`config.mk`:
```
export PLATFORM = sky130hd
export DESIGN_NAME = ldm_stm_sequencer_flat
export DESIGN_NICKNAME = d
export VERILOG_FILES = /design/src/rtl/ldm_stm_sequencer_if.sv /design/src/rtl/ldm_stm_sequencer.sv /design/src/flat_wrapper.sv
export SDC_FILE = /design/constraint.sdc
export NUM_CORES = 1
export LEC_CHECK = 0
export ABC_AREA = 1
export BUFFER_PORTS_ARGS = -buffer_cell sky130_fd_sc_hd__buf_2
export CORE_MARGIN = 2
export CORE_UTILIZATION = 52
export DETAILED_ROUTE_END_ITERATION = 6
export PLACE_DENSITY = 0.8
export SETUP_SLACK_MARGIN = 0.1
export SYNTH_ARGS = -nofsm -noshare
export SYNTH_HDL_FRONTEND = slang
export SYNTH_SLANG_ARGS = --single-unit
```
`constraint.sdc`:
```
create_clock -name clk -period 5.3 [get_ports clk]
set_clock_uncertainty 0.2 [all_clocks]
set_input_delay 1.06 -clock clk [delete_from_list [all_inputs] [get_ports clk]]
set_output_delay 1.06 -clock clk [all_outputs]
set_load 0.1 [all_outputs]
```
`src/rtl/ldm_stm_sequencer_if.sv`:
```
// Bus bundle between the LDM/STM sequencer (master) and its pipeline, register file and memory.
interface ldm_stm_sequencer_if #(
  parameter int unsigned NREG = 15,
  parameter int unsigned DW   = 32
);
  logic            start;
  logic            is_load;
  logic [NREG-1:0] reg_list;
  logic [DW-1:0]   base_addr;
  logic            up;
  logic            pre;
  logic            wback;
  logic [3:0]      base_reg;
  logic            busy;
  logic            done;
  logic [3:0]      rf_src;
  logic [31:0]     rf_data;
  logic [3:0]      rf_dest;
  logic [31:0]     rf_result;
  logic            rf_wen;
  logic [DW-1:0]   mem_addr;
  logic [31:0]     mem_wdata;
  logic            mem_rd;
  logic            mem_wr;
  logic [31:0]     mem_rdata;
  logic            mem_ready;

  modport master (
    input  start, is_load, reg_list, base_addr, up, pre, wback, base_reg,
    input  rf_data, mem_rdata, mem_ready,
    output busy, done, rf_src, rf_dest, rf_result, rf_wen,
    output mem_addr, mem_wdata, mem_rd, mem_wr
  );

  modport slave (
    output start, is_load, reg_list, base_addr, up, pre, wback, base_reg,
    output rf_data, mem_rdata, mem_ready,
    input  busy, done, rf_src, rf_dest, rf_result, rf_wen,
    input  mem_addr, mem_wdata, mem_rd, mem_wr
  );
endinterface

```
`src/rtl/ldm_stm_sequencer.sv`:
```
// Multi-register load/store sequencer: walks the register list in ascending order, one word
// access per register, then optionally writes the final base back.
module ldm_stm_sequencer #(
  parameter int unsigned NREG = 15,
  parameter int unsigned DW   = 32
) (
  input logic           clk,
  input logic           rst,
  ldm_stm_sequencer_if.master bus
);

  typedef enum logic [2:0] {StIdle, StSetup, StXfer, StWbBase, StDone} state_e;

  state_e          state_q;
  logic            is_load_q, up_q, pre_q, wback_q, base_in_list_q;
  logic [NREG-1:0] mask_q;
  logic [DW-1:0]   base_q, addr_q, final_q;
  logic [3:0]      base_reg_q, cur_q;

  logic [DW-1:0]   span;
  logic [NREG-1:0] mask_next;

  function automatic logic [3:0] lowest_set(input logic [NREG-1:0] m);
    logic [3:0] idx;
    idx = '0;
    for (int i = NREG - 1; i >= 0; i--) begin
      if (m[i]) idx = 4'(i);
    end
    return idx;
  endfunction

  // Byte span of the whole block: 4 * popcount(mask).
  function automatic logic [DW-1:0] block_span(input logic [NREG-1:0] m);
    logic [DW-1:0] n;
    n = '0;
    for (int i = 0; i < NREG; i++) begin
      n = n + DW'(m[i]);
    end
    return n << 2;
  endfunction

  assign span      = block_span(mask_q);
  assign mask_next = mask_q & ~(NREG'(1) << cur_q);

  always_ff @(posedge clk or posedge rst) begin
    if (rst) begin
      state_q        <= StIdle;
      is_load_q      <= 1'b0;
      up_q           <= 1'b0;
      pre_q          <= 1'b0;
      wback_q        <= 1'b0;
      base_in_list_q <= 1'b0;
      mask_q         <= '0;
      base_q         <= '0;
      addr_q         <= '0;
      final_q        <= '0;
      base_reg_q     <= '0;
      cur_q          <= '0;
    end else begin
      case (state_q)
        StIdle: begin
          if (bus.start) begin
            is_load_q      <= bus.is_load;
            mask_q         <= bus.reg_list;
            base_q         <= bus.base_addr;
            up_q           <= bus.up;
            pre_q          <= bus.pre;
            wback_q        <= bus.wback;
            base_reg_q     <= bus.base_reg;
            base_in_list_q <= |(bus.reg_list & (NREG'(1) << bus.base_reg));
            state_q        <= StSetup;
          end
        end
        StSetup: begin
          final_q <= up_q ? base_q + span : base_q - span;
          // Ascending register order always maps to ascending addresses.
          unique case ({up_q, pre_q})
            2'b10:   addr_q <= base_q;
            2'b11:   addr_q <= base_q + DW'(4);
            2'b00:   addr_q <= base_q - span + DW'(4);
            default: addr_q <= base_q - span;
          endcase
          cur_q   <= lowest_set(mask_q);
          state_q <= (mask_q == '0) ? StDone : StXfer;
        end
        StXfer: begin
          if (bus.mem_ready) begin
            mask_q <= mask_next;
            addr_q <= addr_q + DW'(4);
            cur_q  <= lowest_set(mask_next);
            if (mask_next == '0) state_q <= StWbBase;
          end
        end
        StWbBase: state_q <= StDone;
        StDone:   state_q <= StIdle;
        default:  state_q <= StIdle;
      endcase
    end
  end

  always_comb begin
    bus.busy      = (state_q != StIdle);
    bus.done      = (state_q == StDone);
    bus.rf_src    = '0;
    bus.rf_dest   = '0;
    bus.rf_result = '0;
    bus.rf_wen    = 1'b0;
    bus.mem_addr  = '0;
    bus.mem_wdata = '0;
    bus.mem_rd    = 1'b0;
    bus.mem_wr    = 1'b0;
    case (state_q)
      StXfer: begin
        bus.rf_src   = cur_q;
        bus.mem_addr = addr_q;
        if (is_load_q) begin
          bus.mem_rd = 1'b1;
          if (bus.mem_ready) begin
            bus.rf_wen    = 1'b1;
            bus.rf_dest   = cur_q;
            bus.rf_result = bus.mem_rdata;
          end
        end else begin
          bus.mem_wr    = 1'b1;
          bus.mem_wdata = bus.rf_data;
        end
      end
      StWbBase: begin
        // A loaded base register keeps its loaded value.
        if (wback_q && !(is_load_q && base_in_list_q)) begin
          bus.rf_wen    = 1'b1;
          bus.rf_dest   = base_reg_q;
          bus.rf_result = 32'(final_q);
        end
      end
      default: ;
    endcase
  end

endmodule

```
`src/flat_wrapper.sv`:
```
// flat-port wrapper written by rule: the top's interface ports become plain ports
module ldm_stm_sequencer_flat 
#(
  parameter int unsigned NREG = 15,
  parameter int unsigned DW   = 32
)
  (clk, rst, bus_start, bus_is_load, bus_reg_list, bus_base_addr, bus_up, bus_pre, bus_wback, bus_base_reg, bus_rf_data, bus_mem_rdata, bus_mem_ready, bus_busy, bus_done, bus_rf_src, bus_rf_dest, bus_rf_result, bus_rf_wen, bus_mem_addr, bus_mem_wdata, bus_mem_rd, bus_mem_wr);
  ldm_stm_sequencer_if #(.NREG(NREG), .DW(DW)) bus_i ();
  input logic clk;
  input logic rst;
  input wire logic [$bits(bus_i.start)-1:0] bus_start;
  input wire logic [$bits(bus_i.is_load)-1:0] bus_is_load;
  input wire logic [$bits(bus_i.reg_list)-1:0] bus_reg_list;
  input wire logic [$bits(bus_i.base_addr)-1:0] bus_base_addr;
  input wire logic [$bits(bus_i.up)-1:0] bus_up;
  input wire logic [$bits(bus_i.pre)-1:0] bus_pre;
  input wire logic [$bits(bus_i.wback)-1:0] bus_wback;
  input wire logic [$bits(bus_i.base_reg)-1:0] bus_base_reg;
  input wire logic [$bits(bus_i.rf_data)-1:0] bus_rf_data;
  input wire logic [$bits(bus_i.mem_rdata)-1:0] bus_mem_rdata;
  input wire logic [$bits(bus_i.mem_ready)-1:0] bus_mem_ready;
  output wire logic [$bits(bus_i.busy)-1:0] bus_busy;
  output wire logic [$bits(bus_i.done)-1:0] bus_done;
  output wire logic [$bits(bus_i.rf_src)-1:0] bus_rf_src;
  output wire logic [$bits(bus_i.rf_dest)-1:0] bus_rf_dest;
  output wire logic [$bits(bus_i.rf_result)-1:0] bus_rf_result;
  output wire logic [$bits(bus_i.rf_wen)-1:0] bus_rf_wen;
  output wire logic [$bits(bus_i.mem_addr)-1:0] bus_mem_addr;
  output wire logic [$bits(bus_i.mem_wdata)-1:0] bus_mem_wdata;
  output wire logic [$bits(bus_i.mem_rd)-1:0] bus_mem_rd;
  output wire logic [$bits(bus_i.mem_wr)-1:0] bus_mem_wr;
  assign bus_i.start = bus_start;
  assign bus_i.is_load = bus_is_load;
  assign bus_i.reg_list = bus_reg_list;
  assign bus_i.base_addr = bus_base_addr;
  assign bus_i.up = bus_up;
  assign bus_i.pre = bus_pre;
  assign bus_i.wback = bus_wback;
  assign bus_i.base_reg = bus_base_reg;
  assign bus_i.rf_data = bus_rf_data;
  assign bus_i.mem_rdata = bus_mem_rdata;
  assign bus_i.mem_ready = bus_mem_ready;
  assign bus_busy = bus_i.busy;
  assign bus_done = bus_i.done;
  assign bus_rf_src = bus_i.rf_src;
  assign bus_rf_dest = bus_i.rf_dest;
  assign bus_rf_result = bus_i.rf_result;
  assign bus_rf_wen = bus_i.rf_wen;
  assign bus_mem_addr = bus_i.mem_addr;
  assign bus_mem_wdata = bus_i.mem_wdata;
  assign bus_mem_rd = bus_i.mem_rd;
  assign bus_mem_wr = bus_i.mem_wr;
  ldm_stm_sequencer #(.NREG(NREG), .DW(DW)) u_core (.clk(clk), .rst(rst), .bus(bus_i));
endmodule
```
==> impl_results.md <==
- Status: complete, but fails checks
- Failing checks: negative setup slack
- Total negative setup slack: -20970 ps
- Die X: ~160 µm
- Ys flop type: dfrtp_1
- Top cell by count, worst path: fa_1
- Worst path required time: 5410 ps
- Worst hold path depth: 2
- Final instance area: 15590 µm²
- H-tree Lvls: 4
- CTS Sinks: ~130
- Async SR Flop Fraction: 1.000
- Cell area after synthesis: 11920 µm²
- Final WS setup: -629.5 ps
- Grt ovf: 0
- Num ports: 232
- Area leader, netlist: dfrtp_1
- Worst Max-Slew Pin Slew: 1078 ps
- RSZ-0062 raised after global routing: true
- Clk Tree Root Cell: clkbuf_16
- Max Cap Viol: 0
- Hold Startpoint: u_core.base_q[1]$_DFFE_PP0P_
- Period utilisation layout: 1.119
- Net count after synthesis: 2082
- Worst path top cell family by delay: adder cells
- CP max stage delay: 570 ps
- Critical path capture point type: flop
- # DRC: 0
- Ys Warns: 0
- Critical path type: reg -> reg
- Post-synth top area share: 0.2666
- Clk slew on worst S/H paths: 60 ps
- Initial drt markers: 1431
- CP Depth: 25
- Final setup viols: between 40 and 50
- Chip Height: between 150 and 200 µm
- CP Max Fanout: 6
- Max frequency: 168.6 MHz
- Initial Util: 0.5280
- Core region area: 22570 µm²
- Avg Cell Area, Syn: between 6 and 7 µm²
- Top cells by area, synth: dfrtp_1 (27%), nand2_1 (14%), o21ai_0 (8.7%)
- Aggregate global-route resource usage: 0.3715
- Commonest cells in the netlist: nand2_1 (460), inv_1 (227), nor2_1 (218)
- Post-Place Cells: around 2500
- Final wirelength: 46090 µm
- FF-to-FF path depth: 25
- Synthesized instance count: 1925
- CP startpoint: u_core.mask_q[1]$_DFFE_PP0P_
- Clock buffer count from CTS: 17
- Clock latency on the worst-skew pair: 430 ps
- Vias in the first global route: 13778
- Slowest cell on the critical path: fa_2
- Worst flop-to-flop path startpoint: u_core.mask_q[1]$_DFFE_PP0P_
- Die area: 24150 µm²
- Slew headroom: 0.2810
- Share of cells above drive strength 1: 0.2905
- Initial antenna violation count: 1
- Max-slew violation count: 0
- Critical path startpoint category: flop
- Final #Nets: 2396
- Largest net degree at the start of global routing: 72
- Rows: 55
- First-pass GRT wire length: 70830 µm
- Data arrival time at the worst-slack endpoint: 6040 ps
- Min Tclk post-route: 5930 ps
- Port Buf Inserts: 231
- Clock Tree Buf Depth: 2
- Top-count cell post-synth: nand2_1
- Sequential-to-total area share from yosys stat: 0.2666
- CTS tree: done
- Vias per cell: 5.775
- Area Growth Syn to Fin: 30.81%
- Filler cell count: 1922
- Hold_buf cts: 0
- HPWL Detailed: 34350 µm
- Count of final hold-check violations: 0
- DRT Pass-1 Iters: 6
- Antenna viol nets, final: 0
- Number of flops mapped to enable cells by yosys: 0
- Non-Filler Instances: 2537
- GPL Wtd Cong: between 0.9 and 1
- Post-synth cell types: 51
- Routed len/inst: between 15 and 20 µm
- Tightest Hold Check Type: reg -> reg
- Post-DP Area: 14030 µm²
- Via count: between 10000 and 15000
- Yosys reg bits: 127
- Worst path bufs/invs: 5
registers in the layout, indices dropped and copies added (netlist names), 3 cells and up:
register,flops
u_core.final_q,32
u_core.mask_q,15
u_core.addr_q,32
u_core.base_reg_q,4
u_core.state_q,3
u_core.base_q,32
u_core.cur_q,4
worst reg2reg max path: stages (launching register included):
cell and delay [ps]:
dfrtp_1 370, inv_2 60, ha_4 260, inv_2 30, fa_1 450, fa_1 510
fa_1 420, fa_1 510, inv_2 50, ha_4 160, fa_2 570, fa_1 450
o21ai_2 160, ha_2 200, a21boi_4 190, nand3_2 120, nor2_4 140, nand3_4 90
nor2_4 120, buf_4 120, buf_6 100, nand2_1 70, o21ai_0 200, o21ai_1 80
a31oi_1 140, nor2_1 60
logic make-up (layout without fill, tap and decap cells):
family / count (synthesis) / count (layout) / share of synthesized area
DFF: 127 / 127 / 0.2666
AOI/OAI and AO/OA: 413 / 413 / 0.1922
buffers and inverters: 337 / 662 / 0.1110
other: 0 / 1 / 0
xor gates and xnor gates: 25 / 25 / 0.01837
and+or+nand+nor: 989 / 990 / 0.3692
adders and majority gates: 34 / 34 / 0.04262
final timing paths:
| kind | end | slack (ps) |
|---|---|---|
| max | u_core.addr_q[12]$_DFFE_PP0P_ | -630 |
| min | u_core.base_q[1]$_DFFE_PP0P_ | 280 |
| max reg2reg | u_core.addr_q[12]$_DFFE_PP0P_ | -630 |
| min reg2reg | u_core.base_q[1]$_DFFE_PP0P_ | 280 |
| max in group asynchronous | u_core.final_q[16]$_DFFE_PP0P_ | 3410 |
| min in group asynchronous | u_core.final_q[0]$_DFFE_PP0P_ | 480 |
layout make-up:
type | count | area (µm²) | share of cell area
diodes | 1 | 2.502 | 0.0001605
clock buffers | 17 | 425.4 | 0.02729
clock inverters | 14 | 135.1 | 0.008667
inverters | 239 | 914.6 | 0.05866
multi-input cells | 1462 | 8154 | 0.5230
flip-flops and latches | 127 | 3178 | 0.2038
well taps | 285 | 356.6 | 0.02287
repair buffers | 392 | 2425 | 0.1555
timing repair:
| action | in CTS | in global routing |
|---|---|---|
| cloned | 1 | 0 |
| gates resized for setup | 99 | 120 |
| pin swaps | 42 | 45 |
| buffers inserted | 23 | 14 |
| endpoints found under the setup margin | 53 | 56 |
| hold endpoints to repair | 0 | 0 |
layout by cell type, fill, tap and decap left out, types with 8 or more instances in the layout:
cell	n
a31oi_1	14
buf_6	16
nor2_1	192
buf_2	231
a22oi_1	9
nand3_4	13
a21oi_2	16
nand3_2	19
buf_4	145
ha_4	8
inv_1	212
nand3_1	145
ha_1	13
clkbuf_16	17
o21ai_2	16
o211ai_1	21
nor3_1	27
nand2_4	12
fa_1	9
nand2_1	421
nor2_2	30
o22ai_1	17
nor2_4	20
o21ai_1	47
dfrtp_1	127
nor4_1	11
o21ai_0	156
a21oi_1	99
nand4_1	37
nand2_2	51
inv_2	17
xor2_1	22
per-stage QoR:
| stage | worst slack [ps] | utilization | hold WS [ps] |
|---|---|---|---|
| 2_1_floorplan | -440.8 | - | 249.2 |
| 3_3_place_gp | -572.5 | 0.6217 | 263.6 |
| 3_5_place_dp | -659.0 | 0.6217 | 267.6 |
| 4_1_cts | -571.1 | 0.6688 | 282.6 |
| 5_1_grt | -852.0 | 0.6907 | 315.6 |
| 6_report | -629.5 | 0.6907 | 280.7 |
per-layer routing:
metal  vias to the layer above  wire length, µm  GRT usage
met5                         -                0          0
met4                         0             2389     0.1848
met3                       159             3337    0.05209
met2                       718            22480     0.6445
met1                      6818            17890     0.4525
li1                       6957                -          -
Power is left out: the tool's default activity adds up to more than one toggle a clock period on the data nets, which glitch-free logic cannot reach.
